## src/rtl/time_counter_bcd.sv

```systemverilog
`timescale 1ns/1ps
// -----------------------------------------------------------------------------
// time_counter_bcd
// BCD time-of-day counter for the alarm clock datapath. Keeps time internally
// in 24-hour BCD (hr 00-23, min 00-59, sec 00-59) and formats the outputs
// combinationally in either 24-hour or 12-hour + pm form.
//
// Parameters
//   SECONDS_EN  1: seconds digits present, tick advances seconds
//               0: tick advances minutes, seconds held at zero
//
// Ports
//   clk                       system clock, rising edge
//   reset                     asynchronous active-low reset -> 00:00:00
//   tick                      count enable, one increment per sampled edge
//   mode_24                   1 = 24 h format, 0 = 12 h format (outputs and load)
//   load_new_c                parallel load strobe
//   new_current_time_*        load value BCD digits (hours in mode_24 format)
//   new_pm                    load PM flag, 12 h format only
//   current_time_*            current time BCD digits in mode_24 format
//   pm                        internal hour >= 12
//   day_tick                  one-cycle pulse after 23:59:59 -> 00:00:00
//   load_err                  one-cycle pulse after a rejected load
// -----------------------------------------------------------------------------
module time_counter_bcd #(
  parameter int SECONDS_EN = 1
) (
  input  logic       clk,
  input  logic       reset,
  input  logic       tick,
  input  logic       mode_24,
  input  logic       load_new_c,
  input  logic [3:0] new_current_time_ms_hr,
  input  logic [3:0] new_current_time_ls_hr,
  input  logic [3:0] new_current_time_ms_min,
  input  logic [3:0] new_current_time_ls_min,
  input  logic [3:0] new_current_time_ms_sec,
  input  logic [3:0] new_current_time_ls_sec,
  input  logic       new_pm,
  output logic [3:0] current_time_ms_hr,
  output logic [3:0] current_time_ls_hr,
  output logic [3:0] current_time_ms_min,
  output logic [3:0] current_time_ls_min,
  output logic [3:0] current_time_ms_sec,
  output logic [3:0] current_time_ls_sec,
  output logic       pm,
  output logic       day_tick,
  output logic       load_err
);

  localparam bit SEC_ON = (SECONDS_EN != 0);

  // Two BCD digits to binary. Accepts out-of-range digits (up to 15) so the
  // result is 8 bits wide and can be range-checked by the caller.
  function automatic logic [7:0] bcd2_to_bin(input logic [3:0] ms, input logic [3:0] ls);
    return ({4'd0, ms} * 8'd10) + {4'd0, ls};
  endfunction

  // Binary (0-99) to two BCD digits, packed {ms, ls}.
  function automatic logic [7:0] bin_to_bcd2(input logic [7:0] v);
    logic [3:0] ms;
    logic [3:0] ls;
    ms = 4'(v / 8'd10);
    ls = 4'(v % 8'd10);
    return {ms, ls};
  endfunction

  // Single digit increment with wrap at 'top', packed {carry, next}.
  function automatic logic [4:0] digit_inc(input logic [3:0] d, input logic [3:0] top);
    if (d >= top) return {1'b1, 4'd0};
    else          return {1'b0, d + 4'd1};
  endfunction

  // Hour increment in 24 h BCD, packed {wrap, ms, ls}; wraps 23 -> 00.
  function automatic logic [8:0] hour_inc(input logic [3:0] ms, input logic [3:0] ls);
    if (ms >= 4'd2 && ls >= 4'd3) return {1'b1, 4'd0, 4'd0};
    else if (ls >= 4'd9)          return {1'b0, ms + 4'd1, 4'd0};
    else                          return {1'b0, ms, ls + 4'd1};
  endfunction

  // Internal 24 h hour to displayed hour: 0 -> 12, 13..23 -> 1..11.
  function automatic logic [7:0] hour_to_12h(input logic [7:0] h);
    if (h == 8'd0)      return 8'd12;
    else if (h > 8'd12) return h - 8'd12;
    else                return h;
  endfunction

  // 12 h load hour to 24 h: 12 AM -> 0, 12 PM -> 12, h PM -> h + 12.
  function automatic logic [7:0] hour_to_24h(input logic [7:0] h, input logic is_pm);
    if (h == 8'd12) return is_pm ? 8'd12 : 8'd0;
    else            return is_pm ? h + 8'd12 : h;
  endfunction

  logic [3:0] hr_ms_p0, hr_ls_p0, min_ms_p0, min_ls_p0, sec_ms_p0, sec_ls_p0;
  logic [3:0] hr_ms_nxt, hr_ls_nxt, min_ms_nxt, min_ls_nxt, sec_ms_nxt, sec_ls_nxt;
  logic       day_tick_nxt, load_err_nxt;

  // ---- load path: validate and convert the parallel load value ----
  logic [7:0] ld_hr_bin;
  logic [7:0] ld_hr24;
  logic [7:0] ld_hr_bcd;
  logic       ld_digits_ok;
  logic       ld_hour_ok;
  logic       ld_ok;

  assign ld_hr_bin = bcd2_to_bin(new_current_time_ms_hr, new_current_time_ls_hr);

  assign ld_digits_ok = (new_current_time_ms_hr  <= 4'd9) &&
                        (new_current_time_ls_hr  <= 4'd9) &&
                        (new_current_time_ms_min <= 4'd5) &&
                        (new_current_time_ls_min <= 4'd9) &&
                        (!SEC_ON || ((new_current_time_ms_sec <= 4'd5) &&
                                     (new_current_time_ls_sec <= 4'd9)));

  assign ld_hour_ok = mode_24 ? (ld_hr_bin <= 8'd23)
                              : ((ld_hr_bin >= 8'd1) && (ld_hr_bin <= 8'd12));

  assign ld_ok     = ld_digits_ok && ld_hour_ok;
  assign ld_hr24   = mode_24 ? ld_hr_bin : hour_to_24h(ld_hr_bin, new_pm);
  assign ld_hr_bcd = bin_to_bcd2(ld_hr24);

  // ---- count path: BCD carry chain ----
  logic [4:0] sec_ls_inc, sec_ms_inc, min_ls_inc, min_ms_inc;
  logic [8:0] hr_inc;
  logic       sec_carry;
  logic       min_carry;

  assign sec_ls_inc = digit_inc(sec_ls_p0, 4'd9);
  assign sec_ms_inc = digit_inc(sec_ms_p0, 4'd5);
  assign min_ls_inc = digit_inc(min_ls_p0, 4'd9);
  assign min_ms_inc = digit_inc(min_ms_p0, 4'd5);
  assign hr_inc     = hour_inc(hr_ms_p0, hr_ls_p0);

  // Without seconds every tick is a whole minute.
  assign sec_carry = SEC_ON ? (sec_ls_inc[4] & sec_ms_inc[4]) : 1'b1;
  assign min_carry = min_ls_inc[4] & min_ms_inc[4];

  // Load has priority over tick; a load never raises day_tick.
  always_comb begin
    hr_ms_nxt    = hr_ms_p0;
    hr_ls_nxt    = hr_ls_p0;
    min_ms_nxt   = min_ms_p0;
    min_ls_nxt   = min_ls_p0;
    sec_ms_nxt   = sec_ms_p0;
    sec_ls_nxt   = sec_ls_p0;
    day_tick_nxt = 1'b0;
    load_err_nxt = 1'b0;

    if (load_new_c) begin
      if (ld_ok) begin
        hr_ms_nxt  = ld_hr_bcd[7:4];
        hr_ls_nxt  = ld_hr_bcd[3:0];
        min_ms_nxt = new_current_time_ms_min;
        min_ls_nxt = new_current_time_ls_min;
        sec_ms_nxt = SEC_ON ? new_current_time_ms_sec : 4'd0;
        sec_ls_nxt = SEC_ON ? new_current_time_ls_sec : 4'd0;
      end else begin
        load_err_nxt = 1'b1;
      end
    end else if (tick) begin
      if (SEC_ON) begin
        sec_ls_nxt = sec_ls_inc[3:0];
        if (sec_ls_inc[4]) sec_ms_nxt = sec_ms_inc[3:0];
      end
      if (sec_carry) begin
        min_ls_nxt = min_ls_inc[3:0];
        if (min_ls_inc[4]) min_ms_nxt = min_ms_inc[3:0];
        if (min_carry) begin
          hr_ms_nxt    = hr_inc[7:4];
          hr_ls_nxt    = hr_inc[3:0];
          day_tick_nxt = hr_inc[8];
        end
      end
    end

    // Seconds state is pinned to zero when the field is absent.
    if (!SEC_ON) begin
      sec_ms_nxt = 4'd0;
      sec_ls_nxt = 4'd0;
    end
  end

  // ---- state register stage ----
  always_ff @(posedge clk or negedge reset) begin
    if (!reset) begin
      hr_ms_p0  <= 4'd0;
      hr_ls_p0  <= 4'd0;
      min_ms_p0 <= 4'd0;
      min_ls_p0 <= 4'd0;
      sec_ms_p0 <= 4'd0;
      sec_ls_p0 <= 4'd0;
      day_tick  <= 1'b0;
      load_err  <= 1'b0;
    end else begin
      hr_ms_p0  <= hr_ms_nxt;
      hr_ls_p0  <= hr_ls_nxt;
      min_ms_p0 <= min_ms_nxt;
      min_ls_p0 <= min_ls_nxt;
      sec_ms_p0 <= sec_ms_nxt;
      sec_ls_p0 <= sec_ls_nxt;
      day_tick  <= day_tick_nxt;
      load_err  <= load_err_nxt;
    end
  end

  // ---- output formatting: combinational view of the state ----
  logic [7:0] hr_bin;
  logic [7:0] hr12_bcd;

  assign hr_bin   = bcd2_to_bin(hr_ms_p0, hr_ls_p0);
  assign hr12_bcd = bin_to_bcd2(hour_to_12h(hr_bin));
  assign pm       = (hr_bin >= 8'd12);

  always_comb begin
    if (mode_24) begin
      current_time_ms_hr = hr_ms_p0;
      current_time_ls_hr = hr_ls_p0;
    end else begin
      current_time_ms_hr = hr12_bcd[7:4];
      current_time_ls_hr = hr12_bcd[3:0];
    end
  end

  assign current_time_ms_min = min_ms_p0;
  assign current_time_ls_min = min_ls_p0;
  assign current_time_ms_sec = sec_ms_p0;
  assign current_time_ls_sec = sec_ls_p0;

endmodule

```

## config.mk

```make
export PLATFORM = sky130hd
export DESIGN_NAME = time_counter_bcd
export DESIGN_NICKNAME = d
export VERILOG_FILES = /design/src/rtl/time_counter_bcd.sv
export SDC_FILE = /design/constraint.sdc
export NUM_CORES = 1
export LEC_CHECK = 0
export ABC_AREA = 1
export BUFFER_PORTS_ARGS = -buffer_cell sky130_fd_sc_hd__buf_2
export CAP_MARGIN = 20
export CORE_MARGIN = 2
export CORE_UTILIZATION = 60
export CTS_BUF_LIST = sky130_fd_sc_hd__clkbuf_8
export DETAILED_ROUTE_END_ITERATION = 10
export PLACE_DENSITY = 0.88
export SYNTH_ARGS = -nofsm -noshare
export SYNTH_HDL_FRONTEND = slang
export SYNTH_SLANG_ARGS = --single-unit
```

## constraint.sdc

```tcl
create_clock -name clk -period 5.5 [get_ports clk]
set_input_delay 0.825 -clock clk [delete_from_list [all_inputs] [get_ports clk]]
set_output_delay 0.825 -clock clk [all_outputs]
set_load 0.02 [all_outputs]
```

; ---- Word level (Yosys, flattened, before mapping)
; Cells that the tools add are included.
[classes]
add_sub_neg = 10
n_mul = 2
div = 4
order_cmp = 18
n_eq_ne = 2
muxes = 47
bitwise = 2
reduce_logical = 21
[ops]
columns = op, count
row1 = 4-bit two-way mux, 29
row2 = 8-bit two-way mux, 6
row3 = 4-bit by 1-bit adder with 4-bit output (second input constant), 6
row4 = 5-bit two-way mux, 4
row5 = 8-bit by 4-bit adder with 8-bit output, 2
row6 = 8-bit by 4-bit divider with 8-bit output (second input constant), 2
row7 = 4-bit <= comparator (second input constant), 4
row8 = 8-bit by 4-bit remainder unit with 8-bit output (second input constant), 2
row9 = 4-bit by 3-bit multiplier with 7-bit output (second input constant), 2
row10 = 4-bit >= comparator (second input constant), 3
row11 = 2-bit nonzero test, 5
row12 = 9-bit two-way mux, 1
row13 = 8-bit by 4-bit adder with 8-bit output (second input constant), 1
row14 = 8-bit by 4-bit equality test with 1-bit output (second input constant), 1
row15 = 4-bit by 2-bit >= comparator with 1-bit output (second input constant), 2
row16 = 4-bit by 3-bit >= comparator with 1-bit output (second input constant), 2
row17 = 8-bit by 1-bit >= comparator with 1-bit output (second input constant), 1
row18 = 8-bit by 4-bit >= comparator with 1-bit output (second input constant), 1
row19 = 8-bit by 4-bit greater-than comparator with 1-bit output (second input constant), 1
row20 = 4-bit by 3-bit <= comparator with 1-bit output (second input constant), 2
row21 = 8-bit by 4-bit <= comparator with 1-bit output (second input constant), 1
row22 = 8-bit by 5-bit <= comparator with 1-bit output (second input constant), 1
row23 = 1-bit logical AND, 8
row24 = 8-bit logical NOT, 1
row25 = other kinds (9), 18
[totals]
register_bits = 26
in_bits = 30
output_inout_bits = 27
elab_cells = 114

; ---- Longest topological paths before layout
; Gate-level depths: netlist of run 1.
[depth]
word_depth = 9
mapped_depth = 38
depth_no_buf = 38

; ---- Worst setup path after synthesis of run 1
; No wires, ideal clock.
[synth_timing]
path_kind = reg-to-output
from = register hr_ms_p0[1]
to = output current_time_ls_hr[3]
arrival_ns = 4.488
required_time_ns = 4.675
setup_slack_ns = 0.187
path_stages_with_launch = 36
path_buffers = 0
cell_sequence = dfrtp_1 ha_1 ha_1 inv_1 fa_1 nor2_4 nand2_1 nand2_1 nand2_1 nor2_4 nand3_1 nand2_1 nand4_2 nand3_2 nand2_2 nand2_2 nand2_2 nand2_2 inv_2 nand2_2 nand3_1 nand2_2 ha_1 inv_1 nor2_1 nand3_1 nand3_4 nand2_1 and2_1 ha_1 nand3b_1 nand2_1 nand2_1 nand2_1 nand2_1 nand2_1
[synth_via]
elab_chain_cells = 7
elab_cells_between_ends = 9
cone_classes = 2 x add/sub / 1 x mul / 1 x div / 1 x order compare / 3 x mux / 1 x reduce/logical
[synth_rtl]
columns = element, line
row1 = start: declaration, 94  ; logic [3:0] hr_ms_p0, hr_ls_p0, min_ms_p0, min_ls_p0, sec_ms_p0, sec_ls_p0;
row2 = start signal: assignment, 195  ; hr_ms_p0 <= hr_ms_nxt;
row3 = 4-bit by 3-bit multiplier with 7-bit output *, 56  ; return ({4'd0, ms} * 8'd10) + {4'd0, ls};
row4 = 8-bit by 4-bit adder with 8-bit output *, 56
row5 = 8-bit by 4-bit subtractor with 8-bit output or 8-bit by 4-bit greater-than comparator with 1-bit output (tied branches), 84  ; else if (h > 8'd12) return h - 8'd12;
row6 = 8-bit two-way mux, 84
row7 = 8-bit two-way mux *, 83  ; if (h == 8'd0) return 8'd12;
row8 = 8-bit by 4-bit remainder unit with 8-bit output *, 64  ; ls = 4'(v % 8'd10);
row9 = 4-bit two-way mux *, 215  ; if (mode_24) begin
row10 = end: declaration, 41  ; output logic [3:0] current_time_ls_hr,
; Every way passes the cells marked *; elsewhere a longest branch is shown, timed or not.

; ---- Worst setup path after layout of run 1
; Ends and elaborated chain as after synthesis.

==> results of run 1 <==
## worst paths after layout
path,cells past startpoint,endpoint,from,slack [ns]
worst max-delay path,35,current_time_ls_hr[3],hr_ms_p0[1],-0.27
min in group clk,2,current_time_ms_sec[3],current_time_ms_sec[3],0.58
max in group asynchronous,1,current_time_ls_min[0],reset,4.55
worst min-delay path,1,current_time_ms_sec[3],reset,0.54
worst max register to register,13,hr_ms_p0[1],current_time_ms_sec[0],3.04
worst min register to register,2,current_time_ms_sec[3],current_time_ms_sec[3],0.58
## per-stage QoR
step	setup TNS (ns)	utilization (%)	hold slack, ns	std cells
global route	-1.97	74.4	0.575	760
global placement	0	67.6	0.561	734
detailed placement	-0.192	67.6	0.568	734
floorplan	0	-	0.529	598
CTS	-0.189	73.3	0.555	757
finish	-0.982	74.4	0.542	760
## area by class of cell
| type | instances | area (um2) |
|---|---|---|
| Clock buffer | 3 | 41.3 |
| Clock inverter | 1 | 30.0 |
| Fill cell | 465 | 1600 |
| Inverter | 101 | 379 |
| Multi-Input combinational cell | 465 | 2910 |
| Sequential cell | 26 | 651 |
| Tap cell | 77 | 96.3 |
| Timing Repair Buffer | 87 | 536 |
## Yosys cell counts (2+ instances only)
master	instances
fa_1	4
nor2_2	4
inv_1	84
dfrtp_1	26
nand2_2	26
o211ai_1	3
xor2_1	7
nand3_1	68
o21ai_0	35
clkbuf_1	3
nand2_4	2
inv_2	17
a21oi_1	16
ha_1	40
nor2_4	2
nand2_1	156
nor3_1	3
nor2_1	32
o21ai_1	7
xnor2_1	7
buf_2	2
a31oi_1	10
a21oi_2	5
nand4_1	12
nand3_2	8
o2111ai_1	3
## cells by family (layout without fill, tap and decap cells)
kind of cell | Yosys count | after routing | synth area share (%)
compound gates | 85 | 85 | 13.4
xor+xnor | 15 | 15 | 3.65
fa+ha+maj | 44 | 44 | 15.3
buf+inv | 107 | 192 | 10.6
flops | 26 | 26 | 17.1
simple gates | 321 | 321 | 39.9
## layout by cell type, fill, tap and decap left out, types with 4 or more instances in the layout
cell type,n
a21oi_1,16
a21oi_2,4
a31oi_1,10
buf_2,53
buf_4,30
buf_6,4
dfrtp_1,26
ha_1,37
inv_1,81
inv_2,20
nand2_1,142
nand2_2,36
nand2_4,6
nand3_1,61
nand3_2,14
nand4_1,12
nor2_1,31
nor2_4,4
o21ai_0,35
o21ai_1,4
xnor2_1,7
xor2_1,7
## layer usage
layer	track usage, %	share of wire, %
met1	36.8	42
met5	0	0
met2	51.2	50
met4	8.06	2.6
met3	2.87	5.4
## worst max-delay path, delay by kind of cell (launching register included)
family	cells	cell delay, ns
AO/OA/AOI/OAI	2	0.32
adder cells (fa/ha/maj)	4	1.07
buffers and inverters	6	0.54
flip-flops	1	0.39
AND/OR/NAND/NOR	23	2.31
## registers in the layout, indices dropped and copies added, names as in the netlist
name                 flops
current_time_ms_min      4
current_time_ls_min      4
day_tick                 1
current_time_ls_sec      4
hr_ls_p0                 4
hr_ms_p0                 4
current_time_ms_sec      4
load_err                 1
## repair_timing
action	4_1_cts	5_1_grt
setup endpoints to repair	4	5
gates resized for setup	37	13
endpoints found under the hold margin	0	0
setup buffers	19	3
pin swaps	33	16
==> results.toml, run 1 <==
[worst_setup_path]
slowest_stage = "fa_2"
critPathArrivalTime_ns = 4.94
crit_path_end_kind = "output pin"
max_stage_delay_ns = 0.46
critPathMostFrequentCell = "nand2_2"
critPathMaxFanout = 6
required_ns = 4.68
critPathLaunchType = "flip-flop"
crit_type = "flip-flop to output pin"

[cells_and_area]
fin_area_um2 = 4640
fin_nets = 758
antennaDiodeCount = 0
syn_to_final_growth_pct = 22.1
drive_gt1_share_pct = 28.4

[sta]
hold_violations = 0
worst_slack_ns = -0.268
fmax_mhz = 173
fin_crit_sh_pct = 105
setup_violations = 4
period_needed_ns = 5.77
skew_ns = 0.00759
rsz0062_at_grt = "yes"
tightest_slew_ns = 0.613
drv_slew = 0
slew_headroom_pct = 59.1

[synth]
ys_ff_latch = 26
yosysSeqAreaShare_pct = 17.1
ys_async_sr_fraction_pct = 100
yosysTopAreaCellShare_pct = 17.1
avgSynthCellArea_um2 = 6.36
synthFlopType = "dfrtp_1"
synth_area_leaders = "dfrtp_1 (17%), nand2_1 (15%), ha_1 (13%)"
yosys_warnings = 0
synth_fp_nets = 672
synthDistinctLibCells = 42
synth.cell_area_um2 = 3800
yosysTopAreaCell = "dfrtp_1"
synth-edff-count = 0
synthCells = 598

[cts]
cts_tree = "built"
clock_sinks = 26
cts_buffers = 3
clockBufferDepth = 2
cts-root-buf = "clkbuf_8"
htree_levels = 1
cts_hold_buf = 0
clkTransAtPathRegs_ns = 0.10
clock_latency_ns = 0.28

[detailed_routing]
drtPass1Iterations = 5
drt_wl_total_um = 10400
wl_per_cell_um = 13.6
drtIter0Drc = 321
num_vias = 4337
drc = 0
drtAntennaViolNets = 0
vias_per_cell = 5.71

[place]
io_buffer_count = 56
preCtsSetupSlack_ns = -0.164
gp_congestion = 1.01
placed_cell_area_um2 = 4220
dp.final_hpwl_um = 7630

[global_routing]
grt_max_degree = 30
gr-usage-all-layers_pct = 28.7
grt_pass1_vias = 4014
antenna_found_initial = 0
gr-total-overflow = 0
grt_pass1_wl_um = 17300

[floorplanning]
die_h_um = 83.6
start_util_pct = 60.9
dieArea_um2 = 6990
num_rows = 29
die_x_um = 83.6
io_pins = 57
core_um2 = 6240

[outcome]
outcome = "complete, but fails checks"
failed_checks = "negative setup slack"

[worst_hold_path]
hold_path.class = "primary input to asynchronous set/reset pin"

[job]
maxCapViolCount = 0
Power of run 1 is left out: the tool's default activity adds up to more than one toggle a clock period on the data nets, which glitch-free logic cannot reach.
==> inputs of run 2 (changes only) <==
- CORE_UTILIZATION: 60 -> 54
- PLACE_DENSITY: 0.88 -> 0.84
- clock period: 5.5 -> 5.3 ns (I/O delays scaled with it)
==> run 2 against run 1 <==
Effect of this change:
- the run still ends with negative setup slack left
- flip-flop and latch count stayed put
- final area is 0.13% higher
- clock skew is 0.0013 ns lower
- clock-buffer cell count stayed put
- register-to-register slack worse by 0.14 ns
- via count is 4.1% lower
- non-clock buffer count is 3 higher
- hold slack worse by 0.021 ns
- routed wire length is 6.0% lower
- global-route usage is 3.7 points lower
- critical endpoint unchanged
==> results.toml, run 2 (synthesis results as in run 1) <==
[floorplanning]
dieArea_um2 = 7730
die_h_um = 87.9
num_rows = 30
io_pins = 57
die_x_um = 87.9
start_util_pct = 56.0
core_um2 = 6790

[cts]
cts-root-buf = "clkbuf_8"
htree_levels = 1
clock_sinks = 26
clockBufferDepth = 2
cts_buffers = 3
clock_latency_ns = 0.27
cts_tree = "built"
clkTransAtPathRegs_ns = 0.09

[detailed_routing]
vias_per_cell = 5.33
drtIter0Drc = 193
drtPass1Iterations = 5
num_vias = 4161
drt_wl_total_um = 9740
drtAntennaViolNets = 0
wl_per_cell_um = 12.5
drc = 0

[place]
gp_congestion = 0.874
dp.final_hpwl_um = 7850
io_buffer_count = 56

[worst_setup_path]
critPathMostFrequentCell = "nand2_2"
max_stage_delay_ns = 0.49
required_ns = 4.51
crit_path_end_kind = "output pin"
slowest_stage = "fa_1"
critPathMaxFanout = 6
critPathArrivalTime_ns = 4.83
worstSetupStartpoint = "hr_ms_p0[3]"
reg2reg_from = "current_time_ms_sec[0]"
crit_type = "flip-flop to output pin"
critPathLaunchType = "flip-flop"

[sta]
hold_violations = 0
setup_tns_ns = -1.14
skew_ns = 0.00633
fin_crit_sh_pct = 106
tightest_slew_ns = 0.603
fmax_mhz = 178
worst_slack_ns = -0.328
drv_slew = 0
setup_violations = 4
slew_headroom_pct = 59.8
period_needed_ns = 5.63
rsz0062_at_grt = "yes"

[cells_and_area]
antennaDiodeCount = 0
final_common_cell = "nand2_1"
final_cell_mix = "nand2_1 (144), inv_1 (82), nand3_1 (61), buf_2 (52)"
syn_to_final_growth_pct = 22.2
fin_nets = 761
final_core_util_pct = 68.4
drive_gt1_share_pct = 28.2

[global_routing]
grt_max_degree = 30
grt_pass1_wl_um = 15900
gr-total-overflow = 0
grt_pass1_vias = 3698
gr-usage-all-layers_pct = 25.0
antenna_found_initial = 0

[worst_hold_path]
hold_path.class = "primary input to asynchronous set/reset pin"

[job]
maxCapViolCount = 0

[outcome]
failed_checks = "negative setup slack"
outcome = "complete, but fails checks"
-- run 2: what timing repair did --
item,CTS,global route
hold buffers,0,0
resized for setup,39,7
endpoints found under the setup margin,5,5
setup buffers,7,5
pin swaps,24,20
hold endpoints to repair,0,0
-- run 2: stage by stage --
| step | setup WS [ns] | cell area (um2) | hold WS [ns] | std cells |
|---|---|---|---|---|
| after floorplan | 0.0170 | 3800 | 0.499 | 598 |
| after global placement | -0.0303 | 4350 | 0.557 | 767 |
| after detailed placement | -0.262 | 4350 | 0.557 | 767 |
| after CTS | -0.224 | 4590 | 0.535 | 777 |
| after global routing | -0.586 | 4650 | 0.560 | 781 |
| final | -0.328 | 4650 | 0.521 | 781 |
-- run 2: layout make-up --
cell class | instances | area, um2
clock buffers | 3 | 41.3
multi-input cells | 465 | 2900
well taps | 96 | 120
repair buffers | 90 | 557
flip-flops and latches | 26 | 651
inverters | 101 | 379
fillers | 598 | 2150
-- run 2: per-layer routing --
layer  share of wire [%]  track usage [%]
met1                  43             32.7
met2                  52             45.3
met3                 4.3             3.39
met4                0.42             2.52
met5                   0                0
-- run 2: worst paths after layout --
kind / end / slack [ns] / depth (start not counted)
max in group asynchronous: hr_ls_p0[0] / 4.38 / 1
worst max-delay path: current_time_ls_hr[3] / -0.33 / 36
min in group clk: current_time_ms_min[3] / 0.57 / 2
worst max register to register: hr_ms_p0[1] / 2.90 / 14
worst min register to register: current_time_ms_min[3] / 0.57 / 2
worst min-delay path: hr_ms_p0[3] / 0.52 / 1
-- run 2: critical path, delay by kind of cell, from the launching register on --
kind / cells / cell delay, ns
flip-flops: 1 / 0.40
AO/OA/AOI/OAI: 2 / 0.29
adder cells (fa/ha/maj): 5 / 1.26
AND/OR/NAND/NOR: 24 / 2.27
buffers and inverters: 5 / 0.35
Power of run 2 is left out for the same reason.
==> inputs of run 3 (changes only) <==
- CORE_MARGIN: 2 -> 5
==> run 3 against run 2 <==
Effect of this change:
- the flow still finishes with violations (negative setup slack)
- hold slack lost 0.013 ns
- critical path depth shrank 3
- register-to-register slack gained 0.09 ns
==> results.toml, run 3 (synthesis results as in run 1) <==
[floorplanning]
num_rows = 30
start_util_pct = 55.7
die_x_um = 93.9
die_h_um = 93.9
core_um2 = 6830
dieArea_um2 = 8820
io_pins = 57

[worst_hold_path]
hold_path.class = "primary input to asynchronous set/reset pin"

[worst_setup_path]
crit_path_end_kind = "output pin"
max_stage_delay_ns = 0.45
critPathMaxFanout = 6
crit_type = "flip-flop to output pin"
required_ns = 4.51
critPathLaunchType = "flip-flop"
critPathArrivalTime_ns = 4.85
slowest_stage = "fa_2"

[sta]
drv_slew = 0
skew_ns = 0.0118
period_needed_ns = 5.64
fmax_mhz = 177
setup_tns_ns = -1.17
tightest_slew_ns = 0.624
setup_violations = 4
fin_crit_sh_pct = 106
slew_headroom_pct = 58.4
rsz0062_at_grt = "yes"
hold_violations = 0
worst_slack_ns = -0.342

[place]
gp_congestion = 0.898
dp.final_hpwl_um = 7790
io_buffer_count = 56

[outcome]
outcome = "complete, but fails checks"
failed_checks = "negative setup slack"

[detailed_routing]
drtIter0Drc = 282
num_vias = 4291
drtPass1Iterations = 5
vias_per_cell = 5.49
drtAntennaViolNets = 0
drt_wl_total_um = 10400
wl_per_cell_um = 13.3
drc = 0

[cells_and_area]
drive_gt1_share_pct = 29.3
syn_to_final_growth_pct = 25.6
final_common_cell = "nand2_1"
final_cell_mix = "nand2_1 (141), inv_1 (81), nand3_1 (61), buf_2 (52), ha_1 (37)"
antennaDiodeCount = 0
fin_nets = 761

[global_routing]
antenna_found_initial = 0
gr-usage-all-layers_pct = 22.0
gr-total-overflow = 0
grt_pass1_vias = 3895
grt_max_degree = 30
grt_pass1_wl_um = 16400

[job]
maxCapViolCount = 0

[cts]
cts_buffers = 3
clockBufferDepth = 2
htree_levels = 1
cts_hold_buf = 0
cts_tree = "built"
clock_latency_ns = 0.28
clkTransAtPathRegs_ns = 0.10
clock_sinks = 26
cts-root-buf = "clkbuf_8"
==> run 3: critical path: cells and delay by family, from the launching register on <==
kind,cells,cell delay (ns)
fa+ha+maj,4,1.07
buf+inv,6,0.60
simple gates,22,2.36
compound gates,1,0.15
flops,1,0.39
==> run 3: metal layers <==
metal,vias up,wire [um],global-route usage (%)
met1,2029,4440,27.1
met2,115,5420,41.6
met5,-,0,0
li1,2124,-,-
met3,23,307,1.68
met4,0,262,4.81
==> run 3: worst paths after layout <==
kind,startpoint,cells after the start,slack (ns),end
min,reset,1,0.51,current_time_ls_min[3]
max in group asynchronous,reset,1,4.37,current_time_ls_sec[1]
max,hr_ms_p0[3],33,-0.34,current_time_ls_hr[3]
min in group clk,current_time_ms_min[3],2,0.60,current_time_ms_min[3]
max reg2reg,current_time_ms_sec[0],13,2.99,hr_ms_p0[1]
min reg2reg,current_time_ms_min[3],2,0.60,current_time_ms_min[3]
==> run 3: final cells by class <==
cell class | instances | area, um2
clock inverter | 1 | 30.0
fill | 549 | 2050
clock buffer | 3 | 41.3
multi-input combinational | 465 | 2980
sequential | 26 | 651
inverter | 101 | 379
timing repair buffer | 90 | 572
tap | 96 | 120
==> run 3: metrics by stage <==
step           hold WS, ns  std cells  setup slack, ns  area [um2]  util [%]
3_5_place_dp         0.581        760           -0.237        4300      62.9
4_1_cts              0.536        774           -0.201        4580      67.1
2_1_floorplan        0.499        598           0.0170        3800         -
5_1_grt              0.566        782           -0.638        4780      69.9
6_report             0.508        782           -0.342        4780      69.9
3_3_place_gp         0.560        760           0.0118        4300      62.9
==> run 3: repair_timing <==
action | 4_1_cts | 5_1_grt
buffers inserted | 10 | 8
endpoints found under the setup margin | 5 | 5
pin swaps | 33 | 25
resized for setup | 33 | 34
Power of run 3 is left out for the same reason.
